$ cat src/rtl/if_fetch_unit_pkg.sv
// if_fetch_unit_pkg: fetch FSM states and shared constants for the IF front end
package if_fetch_unit_pkg;
   typedef enum logic [1:0] {FETCH, FULL, DROP} state_e;
   localparam logic [31:0] RESET_PC_DEF = 32'h0000_0000;
   localparam logic [31:0] NOP_INSTR = 32'b0;
endpackage

$ cat src/rtl/if_fetch_unit_fetch_buffer.sv
// fetch_buffer: one-entry {pc4, instr} holding register; clear wins over load
module fetch_buffer
   import if_fetch_unit_pkg::*;
#(
   parameter int ADDR_W = 32
) (
   input  logic              clk,
   input  logic              rst_n,
   input  logic              load_i,
   input  logic              clear_i,
   input  logic [ADDR_W-1:0] pc4_i,
   input  logic [31:0]       instr_i,
   output logic              valid_o,
   output logic [ADDR_W-1:0] pc4_o,
   output logic [31:0]       instr_o
);
   logic              valid_q, valid_d;
   logic [ADDR_W-1:0] pc4_q, pc4_d;
   logic [31:0]       instr_q, instr_d;

   // Cleared entries also zero their payload so the outputs are a bubble straight from the flops
   always_comb begin
      valid_d = clear_i ? 1'b0 : load_i ? 1'b1 : valid_q;
      pc4_d   = clear_i ? '0 : load_i ? pc4_i : pc4_q;
      instr_d = clear_i ? NOP_INSTR : load_i ? instr_i : instr_q;
   end

   always_ff @(posedge clk or negedge rst_n) begin
      if (!rst_n) begin
         valid_q <= 1'b0;
         pc4_q   <= '0;
         instr_q <= NOP_INSTR;
      end else begin
         valid_q <= valid_d;
         pc4_q   <= pc4_d;
         instr_q <= instr_d;
      end
   end

   assign valid_o = valid_q;
   assign pc4_o   = pc4_q;
   assign instr_o = instr_q;
endmodule

$ cat src/rtl/if_fetch_unit.sv
// if_fetch_unit: PC owner issuing sequential/redirected fetches into a one-entry IF buffer
module if_fetch_unit
   import if_fetch_unit_pkg::*;
#(
   parameter int                ADDR_W   = 32,
   parameter logic [ADDR_W-1:0] RESET_PC = ADDR_W'(RESET_PC_DEF)
) (
   input  logic              clk,
   input  logic              rst_n,
   input  logic              freeze,
   input  logic              branch_taken,
   input  logic [ADDR_W-1:0] branch_addr,
   output logic              imem_req,
   output logic [ADDR_W-1:0] imem_addr,
   input  logic              imem_ready,
   input  logic [31:0]       imem_rdata,
   output logic              valid_out,
   output logic [ADDR_W-1:0] pc_out,
   output logic [31:0]       instruction_out
);
   state_e            state_q, state_d;
   logic [ADDR_W-1:0] pc_q, pc_d, stale_q, stale_d, pc4, target;
   logic              load, clear, pending;

   assign pc4       = pc_q + ADDR_W'(4);
   assign target    = branch_addr & ~ADDR_W'(3);
   assign imem_req  = rst_n && (state_q != FULL || !freeze);
   assign imem_addr = state_q == DROP ? stale_q : pc_q;
   assign pending   = imem_req && !imem_ready;

   always_comb begin
      state_d = state_q;
      pc_d    = pc_q;
      stale_d = stale_q;
      load    = 1'b0;
      clear   = 1'b0;
      if (branch_taken) begin
         clear = 1'b1;
         pc_d  = target;
         // An unaccepted request cannot be withdrawn, so remember it and swallow its data later
         if (state_q != DROP) begin
            state_d = pending ? DROP : FETCH;
            stale_d = pending ? pc_q : stale_q;
         end else if (imem_ready) begin
            state_d = FETCH;
         end
      end else begin
         case (state_q)
            FETCH: begin
               load    = imem_ready;
               pc_d    = imem_ready ? pc4 : pc_q;
               state_d = imem_ready ? FULL : FETCH;
            end
            FULL: begin
               load    = !freeze && imem_ready;
               clear   = !freeze && !imem_ready;
               pc_d    = load ? pc4 : pc_q;
               state_d = clear ? FETCH : FULL;
            end
            default: state_d = imem_ready ? FETCH : DROP;
         endcase
      end
   end

   always_ff @(posedge clk or negedge rst_n) begin
      if (!rst_n) begin
         state_q <= FETCH;
         pc_q    <= RESET_PC;
         stale_q <= '0;
      end else begin
         state_q <= state_d;
         pc_q    <= pc_d;
         stale_q <= stale_d;
      end
   end

   fetch_buffer #(.ADDR_W(ADDR_W)) u_buf (
      .clk     (clk),
      .rst_n   (rst_n),
      .load_i  (load),
      .clear_i (clear),
      .pc4_i   (pc4),
      .instr_i (imem_rdata),
      .valid_o (valid_out),
      .pc4_o   (pc_out),
      .instr_o (instruction_out)
   );
endmodule

$ cat config.mk
export PLATFORM = sky130hd
export DESIGN_NAME = if_fetch_unit
export DESIGN_NICKNAME = d
export VERILOG_FILES = /design/src/rtl/if_fetch_unit_pkg.sv /design/src/rtl/if_fetch_unit_fetch_buffer.sv /design/src/rtl/if_fetch_unit.sv
export SDC_FILE = /design/constraint.sdc
export NUM_CORES = 1
export LEC_CHECK = 0
export ABC_AREA = 1
export CORE_ASPECT_RATIO = 0.9
export CORE_MARGIN = 1
export CORE_UTILIZATION = 57
export CTS_BUF_LIST = sky130_fd_sc_hd__clkbuf_8 sky130_fd_sc_hd__clkbuf_16
export CTS_CLUSTER_DIAMETER = 80
export CTS_CLUSTER_SIZE = 10
export DETAILED_ROUTE_END_ITERATION = 10
export DONT_BUFFER_PORTS = 1
export PLACE_DENSITY = 0.81
export SYNTH_ARGS = -nofsm -noshare
export SYNTH_HDL_FRONTEND = slang
export SYNTH_SLANG_ARGS = --single-unit
$ cat constraint.sdc
create_clock -name clk -period 1.52 [get_ports clk]
set_clock_uncertainty 0.2 [all_clocks]
set_input_delay 0.228 -clock clk [delete_from_list [all_inputs] [get_ports clk]]
set_output_delay 0.228 -clock clk [all_outputs]
set_load 0.02 [all_outputs]
==> metrics.cfg, run 1 <==
[status]
status=did not finish
lastStage=global routing (5_1_grt)
error=[ERROR GRT-0232] Routing congestion too high. Check the congestion heatmap in the GUI.

[die]
row_count=35
ioPinCount=167
die_w_um=110
initial_core_util_pct=58.4
dieHeight_um=99.2

[logic_synthesis]
ys.flop_type=dfrtp_1
synth_top_area_share_pct=52.2
synth_area_um2=5990
synthCells=743
synth_area_leaders=dfrtp_1 52%, nand2_1 17%, o21ai_0 6.9%, inv_1 4.9%, a22o_1 4.7%
yosys_register_bits=125
synth_area_leader_cell=dfrtp_1
synth.avg_cell_area_um2=8.06
synth-edff-count=0
synth_common_cells=266 x nand2_1, 125 x dfrtp_1, 83 x o21ai_0, 78 x inv_1, 43 x nand3_1
yosysMostFrequentCell=nand2_1
ys_warn_count=0
ys_seq_area_share_pct=52.2
synth_cell_types=29
async_flop_share_pct=100

[placed_design]
port_buffers=0
pre_cts_ws_ps=-252
globalplace.congestion=0.921
placed_area_um2=6890
hpwl_um=11000

[cts]
ctsHtreeMaxLevel=4
cts_buffer_depth=2
cts_buffers=17
cts_root_buffer=clkbuf_16
clkSinkCount=125

[grt]
grt-ovfl-total=48
grt_max_degree=127
grt_usage_pct=72.3

[timing]
worst_endpoint=u_buf.instr_o[13]$_DFFE_PN0P_/D
worstEndpointType=register data pin

## cells by family after synthesis
| family | share of synthesized area (%) |
|---|---|
| DFF | 52.2 |
| xor gates and xnor gates | 0.585 |
| AOI/OAI and AO/OA | 13.2 |
| other | 0.0626 |
| and+or+nand+nor | 25.4 |
| adders and majority gates | 0.209 |
| buffers and inverters | 8.23 |
## layer usage
metal,global-route usage [%],overflow
met5,7.14,0
met4,69.4,17
met3,54.3,0
met2,88.4,31
met1,76.8,0
## stage by stage
stage | util (%) | hold slack (ps) | instances
3_5_place_dp | 67.2 | -263 | 947
3_3_place_gp | 67.2 | -263 | 947
2_1_floorplan | - | -268 | 746
4_1_cts | 87.5 | -700 | 1079
## what timing repair did
item | 4_1_cts
endpoints found under the setup margin | 154
cloned | 8
hold buffers | 75
buffers inserted | 17
hold endpoints to repair | 189
resized for setup | 106
pin swaps | 29
==> run 2: changes to the inputs <==
CORE_ASPECT_RATIO = unset   (was 0.9)
CORE_UTILIZATION = 40   (was 57)
CTS_BUF_LIST = unset   (was sky130_fd_sc_hd__clkbuf_8 sky130_fd_sc_hd__clkbuf_16)
CTS_CLUSTER_DIAMETER = unset   (was 80)
CTS_CLUSTER_SIZE = unset   (was 10)
PLACE_DENSITY = unset   (was 0.81)
PLACE_DENSITY_LB_ADDON = 0.15   (was unset)
clock period = 2 ns   (was 1.52 ns; I/O delays follow)
==> metrics.cfg, run 2 <==
[final_layout]
drive_above_1_share_pct=17.4
fin_area_um2=8040
fillCellCount=1379
largest_reg_flops=32
final_common_cell=nand2_1
fin_util_pct=55.1
synthToLayoutAreaGrowth_pct=34.4
mostFrequentLayoutCells=260 x nand2_1, 124 x dfrtp_1, 75 x inv_1
fin_nets=927
num_antenna_cells=0

[power_and_ir_drop]
pwr-share-clk_pct=38.9
power.net_switching_mw=2.34
cell_internal_pwr_mw=5.29
swShare_pct=30.6
ir_worst_vdd_v=0.000619
powerDensity_nw_per_um2=949
pwr-share-comb_pct=19.0
p_total_mw=7.63
power_frac_seq_pct=42.0
p_leak_nw=3.99

[die]
initial_core_util_pct=41.0
ioPinCount=167
coreArea_um2=14600
die_w_um=124
dieHeight_um=124
row_count=44
dieArea_um2=15500

[logic_synthesis]
synth_cell_types=29
ys_seq_area_share_pct=52.2
ys_warn_count=0
synth_area_leaders=dfrtp_1 52%, nand2_1 17%, o21ai_0 6.9%, inv_1 4.9%, a22o_1 4.7%
yosysMostFrequentCell=nand2_1
async_flop_share_pct=100
synth-edff-count=0
synth_area_um2=5990
synth_area_leader_cell=dfrtp_1
synthCells=743
synth.avg_cell_area_um2=8.06
yosys_register_bits=125
synth_common_cells=266 x nand2_1, 125 x dfrtp_1, 83 x o21ai_0, 78 x inv_1, 43 x nand3_1
ys.flop_type=dfrtp_1
synth_top_area_share_pct=52.2

[worst_hold_path]
worst_hold_path_type=input port to async pin

[cts]
ctsHtreeMaxLevel=4
cts_root_buffer=clkbuf_16
clk_latency_ps=420
clkSinkCount=125
cts_buffer_depth=2
cts_tree=done
cts_buffers=17
clkTransAtPathRegs_ps=60
ctsHoldBuffers=66

[grt]
grt_pass1_vias=5320
grt_usage_pct=22.4
antenna_found_initial=0
grt-ovfl-total=0
grt_max_degree=127
grt_pass1_wl_um=27300

[detailed_routing]
dr_total_vias=5333
wirelength_um=16600
drc=0
ant_nets=0
dr.pass1.iters=4
drtIter0Drc=276
via_per_inst=5.06
wl_per_cell_um=15.8

[job]
drv_cap=0

[placed_design]
placed_area_um2=6460
port_buffers=0
globalplace.congestion=0.870
hpwl_um=11000

[timing]
layout_setup_ws_ps=-30.7
slew_violations=0
max_freq_ghz=0.492
setup_viol=20
layout_min_cycle_time_ps=2030
hold-worst-slack_ps=-620
hold_viol_final=126
period_share_pct=102
grt_setup_unrepaired=true

[worst_setup_path]
r2r_slack_ps=130
worstPathArrival_ps=1530
end_kind=primary output
cp.required_ps=1500
crit_type=flip-flop to primary output
reg2reg_from=pc_q[2]$_DFFE_PN0P_
startpoint=state_q[0]$_DFFE_PN0P_
cp-start-kind=flip-flop
r2r_cells=8
r2r-end=pc_q[12]$_DFFE_PN0P_
critPathMaxFanout=4

[status]
violations=hold timing, setup timing
status=finished, violations left

==> run 2: area by class of cell <==
type | count | area (um^2) | area share (%)
Clock buffer | 20 | 467 | 5.80
Multi-Input combinational cell | 504 | 2540 | 31.5
Timing Repair Buffer | 125 | 1250 | 15.5
Sequential cell | 125 | 3130 | 38.9
Tap cell | 184 | 230 | 2.86
Inverter | 84 | 322 | 4.00
Clock inverter | 11 | 110 | 1.37
==> run 2: kinds of logic (layout without fill, tap and decap cells) <==
logic type                 after synthesis  after routing  synth area share, %
adders and majority gates                1              1                0.209
DFF                                    125            125                 52.2
buffers and inverters                  118            240                 8.23
other                                    1              4               0.0626
xor gates and xnor gates                 4              4                0.585
AOI/OAI and AO/OA                      131            131                 13.2
and+or+nand+nor                        363            364                 25.4
==> run 2: what timing repair did <==
| action | in CTS | in global routing |
|---|---|---|
| pin swaps | 0 | 2 |
| gates resized for setup | 67 | 19 |
| gates cloned | 1 | 2 |
| setup buffers | 3 | 4 |
| endpoints found under the hold margin | 189 | 125 |
| endpoints found under the setup margin | 30 | 85 |
==> run 2: power by group through the flow <==
stage | clock (mW) | sequential (mW) | combinational (mW)
3_5_place_dp | 0 | 3.25 | 1.13
5_1_grt | 3.15 | 3.25 | 1.61
4_1_cts | 3.04 | 3.21 | 1.39
6_report | 2.97 | 3.21 | 1.45
3_3_place_gp | 0 | 3.24 | 1.10
2_1_floorplan | 0 | 3.19 | 0.762
==> run 2: how the worst max path moves through the flow <==
stage	end	slack [ps]	depth (start not counted)
floorplan	imem_addr[10]	300	4
global placement	u_buf.pc4_o[12]$_DFFE_PN0P_	170	8
detailed placement	u_buf.pc4_o[12]$_DFFE_PN0P_	150	8
CTS	imem_addr[22]	-20	5
global route	imem_addr[26]	-90	5
finish	imem_addr[2]	-30	5
==> run 2: metrics by stage <==
step	hold slack (ps)	worst slack, ps	TNS, ps	instances
after CTS	-645	-20.9	-168	1047
after global routing	-646	-88.3	-1830	1053
after global placement	-190	168	0	946
after detailed placement	-191	152	0	946
final	-620	-30.7	-228	1053
after floorplan	-196	295	0	746
==> run 2: metal layers <==
layer / wire length [um] / vias up / GRT usage (%)
met5: 0 / - / 0
met4: 201 / 0 / 6.09
met3: 947 / 16 / 6.96
met2: 7990 / 186 / 36.2
met1: 7460 / 2535 / 29.0
li1: - / 2596 / -
==> run 2: critical path, stage by stage (launching register included) <==
cell     delay [ps]
dfrtp_1         420
inv_4           110
buf_4           120
nand2_4          60
o21ai_1         210
buf_4           190
Power figures use the tool's default switching activity.
